File: config.mk
export PLATFORM = sky130hd
export DESIGN_NAME = udp_tx_noc_in_deser
export DESIGN_NICKNAME = d
export VERILOG_FILES = /design/src/rtl/udp_tx_tile_pkg.sv /design/src/rtl/udp_tx_noc_in_deser_ctrl.sv /design/src/rtl/udp_tx_noc_in_deser_datap.sv /design/src/rtl/udp_tx_noc_in_deser.sv
export SDC_FILE = /design/constraint.sdc
export NUM_CORES = 1
export LEC_CHECK = 0
export CORE_AREA = 2 2 460 462
export DETAILED_ROUTE_END_ITERATION = 8
export DIE_AREA = 0 0 462 464
export SLEW_MARGIN = 20
export SYNTH_ARGS = -nofsm -noshare
export SYNTH_HDL_FRONTEND = slang
export SYNTH_SLANG_ARGS = --single-unit
File: constraint.sdc
create_clock -name clk -period 8.1 [get_ports clk]
set_input_delay 2.43 -clock clk [delete_from_list [all_inputs] [get_ports clk]]
set_output_delay 2.43 -clock clk [all_outputs]
set_load 0.02 [all_outputs]
File: src/rtl/udp_tx_tile_pkg.sv
// Shared widths, flit layouts and FSM encoding for the UDP TX tile NoC input deserializer.
`ifndef NOC_DATA_WIDTH
`define NOC_DATA_WIDTH 512
`endif
`ifndef IP_ADDR_W
`define IP_ADDR_W 32
`endif
`ifndef TOT_LEN_W
`define TOT_LEN_W 16
`endif
`ifndef PROTOCOL_W
`define PROTOCOL_W 8
`endif
`ifndef MAC_INTERFACE_W
`define MAC_INTERFACE_W 512
`endif
`ifndef MAC_PADBYTES_W
`define MAC_PADBYTES_W 6
`endif

package udp_tx_tile_pkg;
  localparam int NOC_W      = `NOC_DATA_WIDTH;
  localparam int IP_W       = `IP_ADDR_W;
  localparam int LEN_W      = `TOT_LEN_W;
  localparam int PROTO_W    = `PROTOCOL_W;
  localparam int MAC_W      = `MAC_INTERFACE_W;
  localparam int PAD_W      = `MAC_PADBYTES_W;
  localparam int TS_W       = 64;
  localparam int BEAT_BYTES = 64;
  localparam int META_USED  = TS_W + PROTO_W + LEN_W + 2 * IP_W;

  typedef struct packed {
    logic [TS_W-1:0] ts;
  } tracker_stats_struct;

  typedef enum logic [1:0] {
    WAIT_HDR,
    WAIT_META,
    HDR_OUT,
    DATA_OUT
  } deser_state_e;

  // Routing fields sit in the low bits of the header flit.
  typedef struct packed {
    logic [NOC_W-33:0] rsvd;
    logic [15:0]       msg_len;
    logic [7:0]        dst_y;
    logic [7:0]        dst_x;
  } noc_hdr_flit_t;

  typedef struct packed {
    logic [NOC_W-META_USED-1:0] rsvd;
    tracker_stats_struct        timestamp;
    logic [PROTO_W-1:0]         protocol;
    logic [LEN_W-1:0]           udp_len;
    logic [IP_W-1:0]            dst_ip;
    logic [IP_W-1:0]            src_ip;
  } noc_meta_flit_t;

  // Header flit + metadata flit count as one, then one flit per 64-byte beat.
  function automatic logic [LEN_W:0] exp_msg_len(input logic [LEN_W-1:0] len);
    return (LEN_W+1)'(1) + (((LEN_W+1)'(len) + (LEN_W+1)'(BEAT_BYTES - 1)) >> 6);
  endfunction
endpackage

File: src/rtl/udp_tx_noc_in_deser_ctrl.sv
// Packet FSM and valid/ready steering between the NoC port and the two output channels.
module udp_tx_noc_in_deser_ctrl
  import udp_tx_tile_pkg::*;
(
  input  logic clk,
  input  logic rst,
  input  logic noc_val,
  output logic noc_rdy,
  output logic hdr_val,
  input  logic hdr_rdy,
  output logic data_val,
  input  logic data_rdy,
  input  logic beat_last,
  input  logic len_zero,
  output logic in_data,
  output logic hflit_xfer,
  output logic meta_xfer,
  output logic bundle_xfer,
  output logic beat_xfer
);
  deser_state_e state_q, state_d;
  logic         en_q, en_d;

  always_comb begin
    noc_rdy  = 1'b0;
    hdr_val  = 1'b0;
    data_val = 1'b0;
    in_data  = 1'b0;
    case (state_q)
      WAIT_HDR, WAIT_META: noc_rdy = en_q;
      HDR_OUT:             hdr_val = 1'b1;
      DATA_OUT: begin
        in_data  = 1'b1;
        noc_rdy  = data_rdy;
        data_val = noc_val;
      end
      default: ;
    endcase
  end

  assign hflit_xfer  = (state_q == WAIT_HDR)  & noc_val & noc_rdy;
  assign meta_xfer   = (state_q == WAIT_META) & noc_val & noc_rdy;
  assign bundle_xfer = hdr_val & hdr_rdy;
  assign beat_xfer   = data_val & data_rdy;

  always_comb begin
    state_d = state_q;
    // en_q keeps rdy low until the first edge after reset release.
    en_d    = 1'b1;
    case (state_q)
      WAIT_HDR:  if (hflit_xfer)  state_d = WAIT_META;
      WAIT_META: if (meta_xfer)   state_d = HDR_OUT;
      HDR_OUT:   if (bundle_xfer) state_d = len_zero ? WAIT_HDR : DATA_OUT;
      DATA_OUT:  if (beat_xfer && beat_last) state_d = WAIT_HDR;
      default:   state_d = WAIT_HDR;
    endcase
  end

  always_ff @(posedge clk or negedge rst) begin
    if (!rst) begin
      state_q <= WAIT_HDR;
      en_q    <= 1'b0;
    end else begin
      state_q <= state_d;
      en_q    <= en_d;
    end
  end
endmodule

File: src/rtl/udp_tx_noc_in_deser_datap.sv
// Header/metadata field registers, remaining-byte counter, padbytes and consistency checks.
module udp_tx_noc_in_deser_datap
  import udp_tx_tile_pkg::*;
#(
  parameter int SRC_X = -1,
  parameter int SRC_Y = -1
) (
  input  logic                clk,
  input  logic                rst,
  input  logic [NOC_W-1:0]    flit,
  input  logic                hflit_xfer,
  input  logic                meta_xfer,
  input  logic                beat_xfer,
  input  logic                in_data,
  output logic [IP_W-1:0]     src_ip,
  output logic [IP_W-1:0]     dst_ip,
  output logic [LEN_W-1:0]    udp_len,
  output logic [PROTO_W-1:0]  protocol,
  output tracker_stats_struct timestamp,
  output logic                beat_last,
  output logic [PAD_W-1:0]    padbytes,
  output logic                len_zero,
  output logic                hdr_err
);
  localparam logic [7:0] MY_X = SRC_X[7:0];
  localparam logic [7:0] MY_Y = SRC_Y[7:0];

  noc_hdr_flit_t  hdr_in;
  noc_meta_flit_t meta_in;
  logic           unused_rsvd;

  assign hdr_in      = noc_hdr_flit_t'(flit);
  assign meta_in     = noc_meta_flit_t'(flit);
  assign unused_rsvd = ^{hdr_in.rsvd, meta_in.rsvd};

  logic [7:0]          dst_x_q, dst_x_d, dst_y_q, dst_y_d;
  logic [15:0]         msg_len_q, msg_len_d;
  logic [IP_W-1:0]     src_ip_q, src_ip_d, dst_ip_q, dst_ip_d;
  logic [LEN_W-1:0]    udp_len_q, udp_len_d, rem_q, rem_d;
  logic [PROTO_W-1:0]  proto_q, proto_d;
  tracker_stats_struct ts_q, ts_d;
  logic                err_q, err_d;

  assign beat_last = in_data & (rem_q <= LEN_W'(BEAT_BYTES));

  always_comb begin
    dst_x_q_next: begin end
    dst_x_d   = dst_x_q;
    dst_y_d   = dst_y_q;
    msg_len_d = msg_len_q;
    src_ip_d  = src_ip_q;
    dst_ip_d  = dst_ip_q;
    udp_len_d = udp_len_q;
    proto_d   = proto_q;
    ts_d      = ts_q;
    rem_d     = rem_q;
    err_d     = 1'b0;
    if (hflit_xfer) begin
      dst_x_d   = hdr_in.dst_x;
      dst_y_d   = hdr_in.dst_y;
      msg_len_d = hdr_in.msg_len;
    end
    if (meta_xfer) begin
      src_ip_d  = meta_in.src_ip;
      dst_ip_d  = meta_in.dst_ip;
      udp_len_d = meta_in.udp_len;
      proto_d   = meta_in.protocol;
      ts_d      = meta_in.timestamp;
      rem_d     = meta_in.udp_len;
      // Mismatch is only flagged; udp_len still drives the beat count.
      err_d     = ({1'b0, msg_len_q} != exp_msg_len(meta_in.udp_len)) ||
                  (dst_x_q != MY_X) || (dst_y_q != MY_Y);
    end
    if (beat_xfer) begin
      rem_d = beat_last ? '0 : rem_q - LEN_W'(BEAT_BYTES);
    end
  end

  always_ff @(posedge clk or negedge rst) begin
    if (!rst) begin
      dst_x_q   <= '0;
      dst_y_q   <= '0;
      msg_len_q <= '0;
      src_ip_q  <= '0;
      dst_ip_q  <= '0;
      udp_len_q <= '0;
      proto_q   <= '0;
      ts_q      <= '0;
      rem_q     <= '0;
      err_q     <= 1'b0;
    end else begin
      dst_x_q   <= dst_x_d;
      dst_y_q   <= dst_y_d;
      msg_len_q <= msg_len_d;
      src_ip_q  <= src_ip_d;
      dst_ip_q  <= dst_ip_d;
      udp_len_q <= udp_len_d;
      proto_q   <= proto_d;
      ts_q      <= ts_d;
      rem_q     <= rem_d;
      err_q     <= err_d;
    end
  end

  assign src_ip    = src_ip_q;
  assign dst_ip    = dst_ip_q;
  assign udp_len   = udp_len_q;
  assign protocol  = proto_q;
  assign timestamp = ts_q;
  assign len_zero  = (udp_len_q == '0);
  assign hdr_err   = err_q;
  // (64 - len mod 64) mod 64 falls out of truncating to the pad width.
  assign padbytes  = beat_last ? PAD_W'(BEAT_BYTES - int'(udp_len_q[5:0])) : '0;
endmodule

File: src/rtl/udp_tx_noc_in_deser.sv
// NoC-to-UDP-TX deserializer: header + metadata flits become a header bundle, then data flits pass through.
module udp_tx_noc_in_deser
  import udp_tx_tile_pkg::*;
#(
  parameter int SRC_X = -1,
  parameter int SRC_Y = -1
) (
  input  logic                        clk,
  input  logic                        rst,
  input  logic                        noc0_ctovr_udp_tx_in_val,
  input  logic [`NOC_DATA_WIDTH-1:0]  noc0_ctovr_udp_tx_in_data,
  output logic                        udp_tx_in_noc0_ctovr_rdy,
  output logic                        udp_tx_in_hdr_val,
  output logic [`IP_ADDR_W-1:0]       udp_tx_in_src_ip,
  output logic [`IP_ADDR_W-1:0]       udp_tx_in_dst_ip,
  output logic [`TOT_LEN_W-1:0]       udp_tx_in_udp_len,
  output logic [`PROTOCOL_W-1:0]      udp_tx_in_protocol,
  output tracker_stats_struct         udp_tx_in_timestamp,
  input  logic                        udp_tx_in_hdr_rdy,
  output logic                        udp_tx_in_data_val,
  output logic [`MAC_INTERFACE_W-1:0] udp_tx_in_data,
  output logic                        udp_tx_in_data_last,
  output logic [`MAC_PADBYTES_W-1:0]  udp_tx_in_data_padbytes,
  input  logic                        udp_tx_in_data_rdy,
  output logic                        udp_tx_in_hdr_err
);
  logic beat_last, len_zero, in_data;
  logic hflit_xfer, meta_xfer, bundle_xfer, beat_xfer;

  udp_tx_noc_in_deser_ctrl u_ctrl (
    .clk        (clk),
    .rst        (rst),
    .noc_val    (noc0_ctovr_udp_tx_in_val),
    .noc_rdy    (udp_tx_in_noc0_ctovr_rdy),
    .hdr_val    (udp_tx_in_hdr_val),
    .hdr_rdy    (udp_tx_in_hdr_rdy),
    .data_val   (udp_tx_in_data_val),
    .data_rdy   (udp_tx_in_data_rdy),
    .beat_last  (beat_last),
    .len_zero   (len_zero),
    .in_data    (in_data),
    .hflit_xfer (hflit_xfer),
    .meta_xfer  (meta_xfer),
    .bundle_xfer(bundle_xfer),
    .beat_xfer  (beat_xfer)
  );

  udp_tx_noc_in_deser_datap #(
    .SRC_X(SRC_X),
    .SRC_Y(SRC_Y)
  ) u_datap (
    .clk       (clk),
    .rst       (rst),
    .flit      (noc0_ctovr_udp_tx_in_data),
    .hflit_xfer(hflit_xfer),
    .meta_xfer (meta_xfer),
    .beat_xfer (beat_xfer),
    .in_data   (in_data),
    .src_ip    (udp_tx_in_src_ip),
    .dst_ip    (udp_tx_in_dst_ip),
    .udp_len   (udp_tx_in_udp_len),
    .protocol  (udp_tx_in_protocol),
    .timestamp (udp_tx_in_timestamp),
    .beat_last (beat_last),
    .padbytes  (udp_tx_in_data_padbytes),
    .len_zero  (len_zero),
    .hdr_err   (udp_tx_in_hdr_err)
  );

  assign udp_tx_in_data      = MAC_W'(noc0_ctovr_udp_tx_in_data);
  assign udp_tx_in_data_last = beat_last;
endmodule

==> out/qor.txt <==
Post-CTS Setup Inserts: 0
Setup Viol. Count Final: 0
clk sinks: 204
Worst Skew: 0.0515 ns
Critical Path RT: 5.67 ns
DIE AREA: 214,000 um^2
GRT Overall Usage: 11.0%
share of the synthesized area in the top cell type: 41.2%
syn nets: 1,954
Placed Area: 16,800 um^2
P&R area growth vs syn: 44.6%
DPL Wire Length: 107 mm
CTS Hold Bufs: 0
Yosys cell types: 54
antenna viol nets, final: 0
initial antenna violation count: 35
count leader, synth: buf_4
# IOs: 1,192
Worst IR Drop VDD: 0.192 mV
Max Transition Viols Final: 0
fin crit period: 6.64 ns
Mapped Cells: 1,433
Total Nets Final: 1,922
Met1 Routed Length: 32.5 mm
CP startpoint kind: input port
CTS H-tree depth: 2
Root Driver: clkbuf_16
Final Hold Fails: 0
crit-path max FO: 6
total gr overflow: 0
total number of yosys warnings: 0
Wirelength per Cell: 28.9 um
post-synth top area cell: dfrtp_1
Post-Route Hold Slack: 0.472 ns
Reg clk slew, reported paths: 0.05 ns
unrepaired setup endpoints after global routing: false
Post-Syn Area: 12,400 um^2
Die Ht: 464 um
DR vias/cell: 2.31
CP Class: in2out
fraction of layout cells with a size suffix above 1: 8.40%
core footprint: 209,000 um^2
dominant cells by area after synthesis: dfrtp_1, buf_4, nand2_1, mux2_2, clkbuf_1
top sig layer: met5
vias in the first global route: 10,200
setup TNS: 0 ns
post-CTS sizing: 0
final period utilization: 82.0%
ys flop type: dfrtp_1
TritonCTS clock tree: done
synthesized flop and latch total: 204
sequential area share after synthesis: 41.2%
# rows: 168
routability cong.: 0.794
max cap viols: 0
Starting DRT DRC Count: 540
Worst Max-Slew Pin Slew: 0.958 ns
total number of vias: 9,804
clk_lat worst skew: 0.64 ns
cts bufs inserted: 35
I/O Buffers: 471
Power per Cell Area: 351 nW/um^2
CP Data Arrival Time: 4.21 ns
fillers: 24,300
status: finished clean
average size of a mapped cell: 8.64 um^2
met3 routed WL: 26.5 mm
global-route wire length before repair: 145 mm
crit path capture type: output port
Detailed Route WL: 122 mm
Max Buffers Root-to-Sink: 3
router iterations before antenna repair: 5
number of synthesized flops with an enable pin: 0
Initial Util: 5.92%
chip width: 462 um
total length of routed met2 wires: 54.3 mm
DRC: 0
maximum clock frequency: 151 MHz
largest net degree at the start of global routing: 113
Synth async-reset ratio: 100%
min-delay worst type: reg2reg
leakage power: 6.88 nW
Slew HR: 35.6%
final instance area: 17,900 um^2
most frequent cells after synthesis: buf_4, nand2_1, dfrtp_1, clkbuf_1, mux2_2
[per-layer routing]
layer	up-vias	GRT usage [%]
li1	3968	-
met1	4544	8.68
met2	876	17.1
met3	414	10.2
met4	2	7.63
met5	-	0.0226
[worst max-delay path: stages]
cell             delay [ns]
clkdlybuf4s50_1        0.82
and3_1                 0.30
clkdlybuf4s50_1        0.64
[worst paths after layout]
| kind | cells after the start | slack [ns] | to | start |
|---|---|---|---|---|
| setup / recovery | 3 | 1.46 | udp_tx_in_data_val | noc0_ctovr_udp_tx_in_val |
| min in group asynchronous | 1 | 1.78 | u_datap.rem_q[0] | rst |
| hold reg to reg | 2 | 0.47 | u_datap.dst_ip[19] | u_datap.dst_ip[19] |
| max in group asynchronous | 2 | 5.13 | u_datap.src_ip[24] | rst |
| hold / removal | 2 | 0.47 | u_datap.dst_ip[19] | u_datap.dst_ip[19] |
| setup reg to reg | 8 | 5.02 | u_datap.rem_q[9] | u_datap.rem_q[7] |
[cells by family after synthesis]
family          synth area share [%]
other cells                   0.0303
mux                             2.90
fa+ha+maj                      0.404
xor+xnor                        1.40
flops                           41.2
compound gates                  3.07
simple gates                    18.3
buf+inv                         32.7
[area by class of cell]
cell class | instances | area [um^2] | area share [%]
flip-flops and latches | 204 | 5100 | 28.5
repair buffers | 484 | 4850 | 27.1
well taps | 2805 | 3510 | 19.6
multi-input cells | 665 | 3260 | 18.2
clock buffers | 43 | 936 | 5.23
clock inverters | 21 | 184 | 1.03
inverters | 11 | 41.3 | 0.231
diodes | 7 | 17.5 | 0.0978
[power breakdown]
part | internal (mW) | total, mW | switching [mW]
Combinational | 1.10 | 2.90 | 1.80
Clock | 0.843 | 1.53 | 0.688
Sequential | 1.49 | 1.86 | 0.366
Total | 3.43 | 6.28 | 2.85
[registers in the layout, summed over array words and instances (netlist names)]
name and count:
u_datap.dst_x_q 8, u_ctrl.state_q 2, u_datap.protocol 8, u_datap.src_ip 32, u_datap.timestamp 64, u_datap.dst_y_q 8, u_datap.udp_len 16, u_datap.dst_ip 32
u_ctrl.en_q 1, u_datap.hdr_err 1, u_datap.rem_q 16, u_datap.msg_len_q 16
[layout by cell type (no fill, tap or decap), types with 9 or more instances in the layout]
master and count:
nor2_1 15, nor4_1 9, dfrtp_1 204, nor3_1 10
clkbuf_16 35, nand2_1 474, xnor2_1 10, mux2_2 31
buf_4 10, a21oi_1 10, clkdlybuf4s50_1 470, o21ai_0 12
inv_1 11
[through the flow]
step                utilization (%)  power, mW  instances  setup slack (ns)
finish                         8.56       6.28       4240              1.46
global route                   8.55       6.71       4235              1.32
CTS                            8.55       6.53       4233              1.39
detailed placement             8.02       4.88       4169              1.48
global placement               8.02       4.85       4169              1.48
floorplan                         -       3.23       1433              2.82
Note: power is estimated with default switching activity, not from simulation.
